[src/rtl/mac_array_sequencer_if.sv]
// Result drain port of the MAC array sequencer: one tile row per valid/ready beat.
interface mac_array_sequencer_if #(
  parameter int N  = 4,
  parameter int DW = 16
);
  logic                 res_valid;
  logic                 res_ready;
  logic [$clog2(N)-1:0] res_row;
  logic [N*DW-1:0]      res_data;

  modport master (output res_valid, res_row, res_data, input res_ready);
  modport slave  (input res_valid, res_row, res_data, output res_ready);
endinterface

[src/rtl/mac_array_sequencer.sv]
// Sequences an N x N output-stationary fp16 MAC grid: clear, stream K operand
// pairs on broadcast buses, flush the PE pipeline, then drain the tile row by row.
module mac_array_sequencer #(
  parameter int  N      = 4,
  parameter int  DW     = 16,
  parameter int  K_MAX  = 16,
  parameter int  PE_LAT = 2,
  localparam int KW     = $clog2(K_MAX + 1),
  localparam int AW     = $clog2(K_MAX),
  localparam int RW     = $clog2(N)
) (
  input  logic                clk,
  input  logic                reset,
  input  logic                start,
  input  logic [KW-1:0]       k_len,
  input  logic                abort,
  output logic                busy,
  output logic                done,
  output logic                err,
  output logic                a_rd_en,
  output logic [AW-1:0]       a_rd_addr,
  input  logic [N*DW-1:0]     a_rd_data,
  output logic                b_rd_en,
  output logic [AW-1:0]       b_rd_addr,
  input  logic [N*DW-1:0]     b_rd_data,
  output logic                pe_clear,
  output logic                pe_en,
  output logic [N*DW-1:0]     pe_a,
  output logic [N*DW-1:0]     pe_b,
  input  logic [N*N*DW-1:0]   pe_p,
  mac_array_sequencer_if.master res
);
  localparam int FW = $clog2(PE_LAT + 1);

  typedef enum logic [2:0] {IDLE, CLEAR, COMPUTE, FLUSH, DRAIN, DONE} state_e;

  state_e        state_q, state_d;
  logic [KW-1:0] k_len_q, k_q;
  logic [FW-1:0] fl_q;
  logic [RW-1:0] row_q;
  logic          rd_q, err_q;
  logic          k_ok, accept;

  assign k_ok   = (k_len != '0) && (k_len <= KW'(K_MAX));
  assign accept = (state_q == DRAIN) && res.res_ready;

  always_comb begin
    // NOTE: state_d gets its default before the case so every path assigns it and no latch is inferred.
    state_d = state_q;
    case (state_q)
      IDLE:    if (start && k_ok) state_d = CLEAR;
      CLEAR:   state_d = COMPUTE;
      COMPUTE: if (k_q == k_len_q) state_d = FLUSH;
      FLUSH:   if (fl_q == FW'(PE_LAT - 1)) state_d = DRAIN;
      DRAIN:   if (accept && row_q == RW'(N - 1)) state_d = DONE;
      DONE:    state_d = IDLE;
      default: state_d = IDLE;
    endcase
    // Abort overrides whatever the current state would have done.
    if (abort && state_q != IDLE) state_d = IDLE;
  end

  always_ff @(posedge clk) begin
    // NOTE: non-blocking assignments so every register samples pre-edge values regardless of statement order.
    if (reset) begin
      state_q <= IDLE;
      k_len_q <= '0;
      k_q     <= '0;
      fl_q    <= '0;
      row_q   <= '0;
      rd_q    <= 1'b0;
      err_q   <= 1'b0;
    end else begin
      state_q <= state_d;
      err_q   <= (state_q == IDLE) && start && !k_ok;
      // Operand data arrives one cycle after the read strobe; an abort drops it.
      rd_q    <= a_rd_en && (state_d == COMPUTE);
      if (state_q == IDLE && state_d == CLEAR) k_len_q <= k_len;
      k_q  <= (state_q == COMPUTE && state_d == COMPUTE) ? k_q + 1'b1 : '0;
      fl_q <= (state_q == FLUSH && state_d == FLUSH) ? fl_q + 1'b1 : '0;
      if (state_d != DRAIN)  row_q <= '0;
      else if (accept)       row_q <= row_q + 1'b1;
    end
  end

  assign busy      = (state_q != IDLE);
  assign done      = (state_q == DONE);
  assign err       = err_q;
  assign pe_clear  = (state_q == CLEAR);
  assign a_rd_en   = (state_q == COMPUTE) && (k_q != k_len_q);
  assign b_rd_en   = a_rd_en;
  assign a_rd_addr = k_q[AW-1:0];
  assign b_rd_addr = k_q[AW-1:0];

  // Flush keeps the array clocked with +0.0 operands so in-flight products commit.
  assign pe_en = rd_q || (state_q == FLUSH);
  assign pe_a  = rd_q ? a_rd_data : '0;
  assign pe_b  = rd_q ? b_rd_data : '0;

  assign res.res_valid = (state_q == DRAIN);
  assign res.res_row   = row_q;
  assign res.res_data  = pe_p[int'(row_q)*N*DW +: N*DW];
endmodule

[src/flat_wrapper.sv]
// flat-port wrapper written by rule: the top's interface ports become plain ports
module mac_array_sequencer_flat 
#(
  parameter int  N      = 4,
  parameter int  DW     = 16,
  parameter int  K_MAX  = 16,
  parameter int  PE_LAT = 2,
  localparam int KW     = $clog2(K_MAX + 1),
  localparam int AW     = $clog2(K_MAX),
  localparam int RW     = $clog2(N)
)
  (clk, reset, start, k_len, abort, busy, done, err, a_rd_en, a_rd_addr, a_rd_data, b_rd_en, b_rd_addr, b_rd_data, pe_clear, pe_en, pe_a, pe_b, pe_p, res_res_valid, res_res_row, res_res_data, res_res_ready);
  mac_array_sequencer_if #(.N(N), .DW(DW)) res_i ();
  input  logic clk;
  input  logic reset;
  input  logic start;
  input  logic [KW-1:0] k_len;
  input  logic abort;
  output logic busy;
  output logic done;
  output logic err;
  output logic a_rd_en;
  output logic [AW-1:0] a_rd_addr;
  input  logic [N*DW-1:0] a_rd_data;
  output logic b_rd_en;
  output logic [AW-1:0] b_rd_addr;
  input  logic [N*DW-1:0] b_rd_data;
  output logic pe_clear;
  output logic pe_en;
  output logic [N*DW-1:0] pe_a;
  output logic [N*DW-1:0] pe_b;
  input  logic [N*N*DW-1:0] pe_p;
  output wire logic [$bits(res_i.res_valid)-1:0] res_res_valid;
  output wire logic [$bits(res_i.res_row)-1:0] res_res_row;
  output wire logic [$bits(res_i.res_data)-1:0] res_res_data;
  input wire logic [$bits(res_i.res_ready)-1:0] res_res_ready;
  assign res_res_valid = res_i.res_valid;
  assign res_res_row = res_i.res_row;
  assign res_res_data = res_i.res_data;
  assign res_i.res_ready = res_res_ready;
  mac_array_sequencer #(.N(N), .DW(DW), .K_MAX(K_MAX), .PE_LAT(PE_LAT)) u_core (.clk(clk), .reset(reset), .start(start), .k_len(k_len), .abort(abort), .busy(busy), .done(done), .err(err), .a_rd_en(a_rd_en), .a_rd_addr(a_rd_addr), .a_rd_data(a_rd_data), .b_rd_en(b_rd_en), .b_rd_addr(b_rd_addr), .b_rd_data(b_rd_data), .pe_clear(pe_clear), .pe_en(pe_en), .pe_a(pe_a), .pe_b(pe_b), .pe_p(pe_p), .res(res_i));
endmodule
[config.mk]
export PLATFORM = sky130hd
export DESIGN_NAME = mac_array_sequencer_flat
export DESIGN_NICKNAME = d
export VERILOG_FILES = /design/src/rtl/mac_array_sequencer_if.sv /design/src/rtl/mac_array_sequencer.sv /design/src/flat_wrapper.sv
export SDC_FILE = /design/constraint.sdc
export NUM_CORES = 1
export LEC_CHECK = 0
export CAP_MARGIN = 15
export CELL_PAD_IN_SITES_DETAIL_PLACEMENT = 1
export CELL_PAD_IN_SITES_GLOBAL_PLACEMENT = 1
export CORE_AREA = 2 2 236 238
export CTS_BUF_LIST = sky130_fd_sc_hd__clkbuf_8 sky130_fd_sc_hd__clkbuf_16
export DETAILED_ROUTE_END_ITERATION = 10
export DIE_AREA = 0 0 238 240
export GPL_TIMING_DRIVEN = 1
export PLACE_DENSITY = 0.52
export SLEW_MARGIN = 30
export SYNTH_ARGS = -nofsm -noshare
export SYNTH_HDL_FRONTEND = slang
export SYNTH_SLANG_ARGS = --single-unit
[constraint.sdc]
create_clock -name clk -period 1.8 [get_ports clk]
set_input_delay 0.36 -clock clk [delete_from_list [all_inputs] [get_ports clk]]
set_output_delay 0.36 -clock clk [all_outputs]
set_load 0.03 [all_outputs]
# Yosys cells after proc, flatten, opt, wreduce, memory -nomap -nowiden
# Index checks and enable logic that the tools add are counted.
# classes
n_bitwise	2
shift	1
n_reduce_logical	20
n_eq_ne	13
magnitude_cmp	1
n_mux	8
n_addsub	3
# op_table
op	n
$shiftx A256 B9 Y64	1
$mux W64	2
$mux W3	5
$pmux W3 S5	1
$eq A3 B2 Y1 const B	4
$logic_and A1 B1 Y1	12
$eq A3 B1 Y1 const B	2
$eq A3 B3 Y1 const B	2
$reduce_or A2 Y1	3
$add A5 B1 Y5 const B	1
$eq A5 B5 Y1	1
$le A5 B5 Y1 const B	1
$ne A5 B5 Y1	1
$reduce_bool A5 Y1	1
$add A2 B1 Y2 const B	2
$logic_not A3 Y1	1
$ne A3 B3 Y1 const B	1
$reduce_bool A3 Y1	1
$eq A2 B1 Y1 const B	1
$eq A2 B2 Y1 const B	1
$not A1 Y1	2
$logic_not A1 Y1	1
$logic_or A1 B1 Y1	1
# totals
word_cells	55
register_bits	19

# Longest topological paths before layout
# depth
depth_word	10
depth_mapped	6
ltp_nobuf	6

# Least setup slack after synthesis
# Ideal clock, no wire load.
# synth_path
kind	reg2out
start	register u_core.k_q[2]
end	output b_rd_en
path_stages_with_launch	6
required_ns	1.440
slack_ns	-0.667
arrival_ns	2.107
path_buffers	1
path_cell_list	dfxtp_1 > xnor2_1 > nand3_1 > nor2_1 > nor4b_1 > buf_4
# synth_between
elab_chain_len	2
# synth_lines
item	line	rtl
start: declaration	mac_array_sequencer.sv:38	logic [KW-1:0] k_len_q, k_q;
start signal: assignment	mac_array_sequencer.sv:79	k_q <= (state_q == COMPUTE && state_d == COMPUTE) ? k_q + 1'b1 : '0;
$ne A5 B5 Y1	mac_array_sequencer.sv:90	assign a_rd_en = (state_q == COMPUTE) && (k_q != k_len_q);
$logic_and A1 B1 Y1	mac_array_sequencer.sv:90	
end: declaration	flat_wrapper.sv:25	output logic b_rd_en;
# Every way passes these cells.

# Final worst setup path
# layout_path
start	register u_core.row_q[0], in the netlist u_core.res.res_row[0]
end	output res_res_data[56]
# layout_between
elab_chain_len	1
# layout_lines
item	line	rtl
start: declaration	mac_array_sequencer.sv:40	logic [RW-1:0] row_q;
start signal: assignment	mac_array_sequencer.sv:82	else if (accept) row_q <= row_q + 1'b1;
$shiftx A256 B9 Y64	mac_array_sequencer.sv:102	assign res.res_data = pe_p[int'(row_q)*N*DW +: N*DW];
end: declaration	flat_wrapper.sv:35	output wire logic [$bits(res_i.res_data)-1:0] res_res_data;
# Every way passes these cells.

==> results.toml <==
[sta]
slew_viol_final = 0
slew_headroom = 0.7456
min_period_over_period = 1.160
final-hold-violation-count = 0
setup_viol = 66
setup_ws_ns = -0.2879
fmax_mhz = 479.0
fin_setup_tns_ns = -14.40
worstMarginPinSlew_ns = 0.3811
period_needed_ns = 2.088
rsz0062_at_grt = "true"
clock_skew_ns = 0.005332

[logic_synthesis]
syn_area_sq_um = 3396
ys_seq_area_frac = 0.1120
synthFlopType = "dfxtp_1"
yosys_warnings = 0
synth.avg_cell_area_sq_um = 10.35
synth_cell_type_count = 38
ys_async_sr_fraction = 0
synth_cells = 328
synth_edf_count = 0
syn-num-nets = 725
synth_seq_cells = 19

[grt]
met3_usage = 0.04386
grt_pass1_wl_um = 43270
antenna_found_initial = 8
use_met1 = 0.1338
busiest_layer = "met2"
grt.total_usage = 0.1068
use_met2 = 0.1743
grt_pass1_vias = 5655
grt_max_degree = 66
grt_overflow = 0

[pwr]
power_density_nw_per_um2 = 228.6
ir_worst_vdd_mv = 0.2123
power_mw = 2.509
leakage_nw = 4.334

[cts]
clock_sinks = 19
numCtsBuffers = 3
path_clk_slew_ns = 0.05
clockRootBuffer = "clkbuf_16"
cts_hold_buf = 0
cts_tree = "yes"
clock_latency_ns = 0.25
cts.path.max_buffers = 2
htreeDepth = 1

[finish]
nNetsFinal = 1340
finalCoreUtilization = 0.2008
final_cell_mix = "392 x clkdlybuf4s50_1, 140 x buf_4, 126 x and2_1"
multi_input_area_sq_um = 2840
seqCellArea_sq_um = 404.1
layout_commonest_cell = "clkdlybuf4s50_1"
synthToLayoutAreaGrowth_pct = 223.2
drive_gt1_frac = 0.3662
fillers = 6318

[placed_design]
gp_congestion = 0.7685
io_buffers = 603
preCtsSetupSlack_ns = -0.4818
place_hpwl_um = 29790

[floorplanning]
die_y_um = 240
io_pins = 604
core_sq_um = 54660
row_count = 86
die_w_um = 238
dieArea_sq_um = 57120
initial_core_util = 0.06212

[status]
violations = "negative setup slack"
outcome = "finished, violations left"

[worst_hold_path]
hp-class = "reg2reg"
holdPathStages = 1
hold_end = "u_core.fl_q[0]"
min_from = "u_core.fl_q[0]"

[routing]
dr.pass1.iters = 4
vias_per_cell = 3.302
drtIter0Drc = 124
wl_um = 33850
post_drt_wl_per_cell_um = 20.55
ant_nets = 0
vias = 5438
drc = 0

[critical_path]
critPathKind = "reg2out"
required_ns = 1.44
path_max_fanout = 16
r2r_start = "u_core.res.res_row[0]"
arrival_ns = 1.73
worst_setup_path_start_kind = "register"
critical_path.endpoint_type = "output port"
reg2reg_depth = 7
reg2reg_to = "u_core.state_q[0]"
rrSetupSlack_ns = 0.15

[job]
maxCapViolations = 0
==> state kept, by name, indices dropped and copies added (netlist names) <==
signal / count
u_core.rd_q: 1
u_core.state_q: 3
u_core.k_q: 5
u_core.res.res_row: 2
u_core.k_len_q: 5
u_core.err: 1
u_core.fl_q: 2
==> layout make-up <==
| class | instances | area share |
|---|---|---|
| Sequential cell | 19 | 0.03682 |
| Clock buffer | 3 | 0.006840 |
| Clock inverter | 1 | 0.0005700 |
| Antenna cell | 1 | 0.0002280 |
| Timing Repair Buffer | 652 | 0.6155 |
| Multi-Input combinational cell | 264 | 0.2588 |
| Tap cell | 704 | 0.08026 |
| Inverter | 3 | 0.001026 |
==> metal layers <==
layer  wire [um]  share of wire
met4         525          0.016
met1       13650           0.40
met3        3832           0.11
met5          64         0.0019
met2       15770           0.47
==> how the worst max path moves through the flow <==
stage	startpoint	endpoint	slack, ns	cells past startpoint
after floorplan	u_core.res.res_row[1]	res_res_data[0]	-0.14	3
after global placement	pe_p[148]	res_res_data[20]	-0.50	3
after detailed placement	pe_p[148]	res_res_data[20]	-0.48	3
after CTS	u_core.res.res_row[0]	res_res_data[58]	-0.33	4
after global routing	u_core.res.res_row[0]	res_res_data[56]	-0.34	4
final	u_core.res.res_row[0]	res_res_data[56]	-0.29	4
==> cell usage after synthesis, types with 2 or more instances <==
cell type  instances  area (sq um)
buf_4             14         105.1
nand3_1            3         15.01
and2_1           128         800.8
clkbuf_1          18         67.56
xnor2_1            7         61.31
mux4_2            64          1441
nor4b_1            2         17.52
inv_1              3         11.26
nor2_1             8         30.03
nor4_1             3         18.77
xor2_1             3         26.28
mux2i_1            6         60.06
ha_1               3         37.54
nand2_1           14         52.55
nor3b_1            2         15.01
buf_2              6         30.03
nor3_1             3         15.01
dfxtp_1           19         380.4
buf_1              3         11.26
==> worst max-delay path, stage by stage, from the launching register on <==
cell     delay [ns]
dfxtp_4        0.38
buf_16         0.16
buf_16         0.18
mux4_2         0.57
buf_12         0.17
==> logic make-up (layout without fill, tap and decap cells) <==
family / count (synthesis) / in the layout / synth area share
fa+ha+maj: 3 / 3 / 0.01105
simple gates: 174 / 174 / 0.3239
flops: 19 / 19 / 0.1120
mux: 70 / 70 / 0.4422
xor+xnor: 10 / 10 / 0.02579
other cells: 0 / 1 / 0
compound gates: 7 / 7 / 0.01548
buf+inv: 45 / 659 / 0.06964
==> report_power, final <==
group | internal [mW] | total [mW] | switching, mW | leakage (nW)
Combinational | 1.07 | 1.60 | 0.535 | 4.13
Sequential | 0.423 | 0.435 | 0.0111 | 0.160
Clock | 0.301 | 0.472 | 0.171 | 0.0414
Total | 1.79 | 2.51 | 0.717 | 4.33
==> timing repair <==
item	CTS	global route
setup buffers	8	4
cloned	3	3
pin swaps	2	1
resized for setup	174	33
setup endpoints to repair	85	100
==> per-stage QoR <==
| step | cell area [sq um] | hold WS, ns | cells |
|---|---|---|---|
| floorplan | 3433 | 0.3973 | 328 |
| global placement | 10310 | 0.4066 | 1625 |
| detailed placement | 10310 | 0.4231 | 1625 |
| CTS | 10800 | 0.4312 | 1640 |
| global route | 10980 | 0.4464 | 1647 |
| finish | 10980 | 0.4286 | 1647 |
No activity file was read; power rests on OpenSTA's default activity.
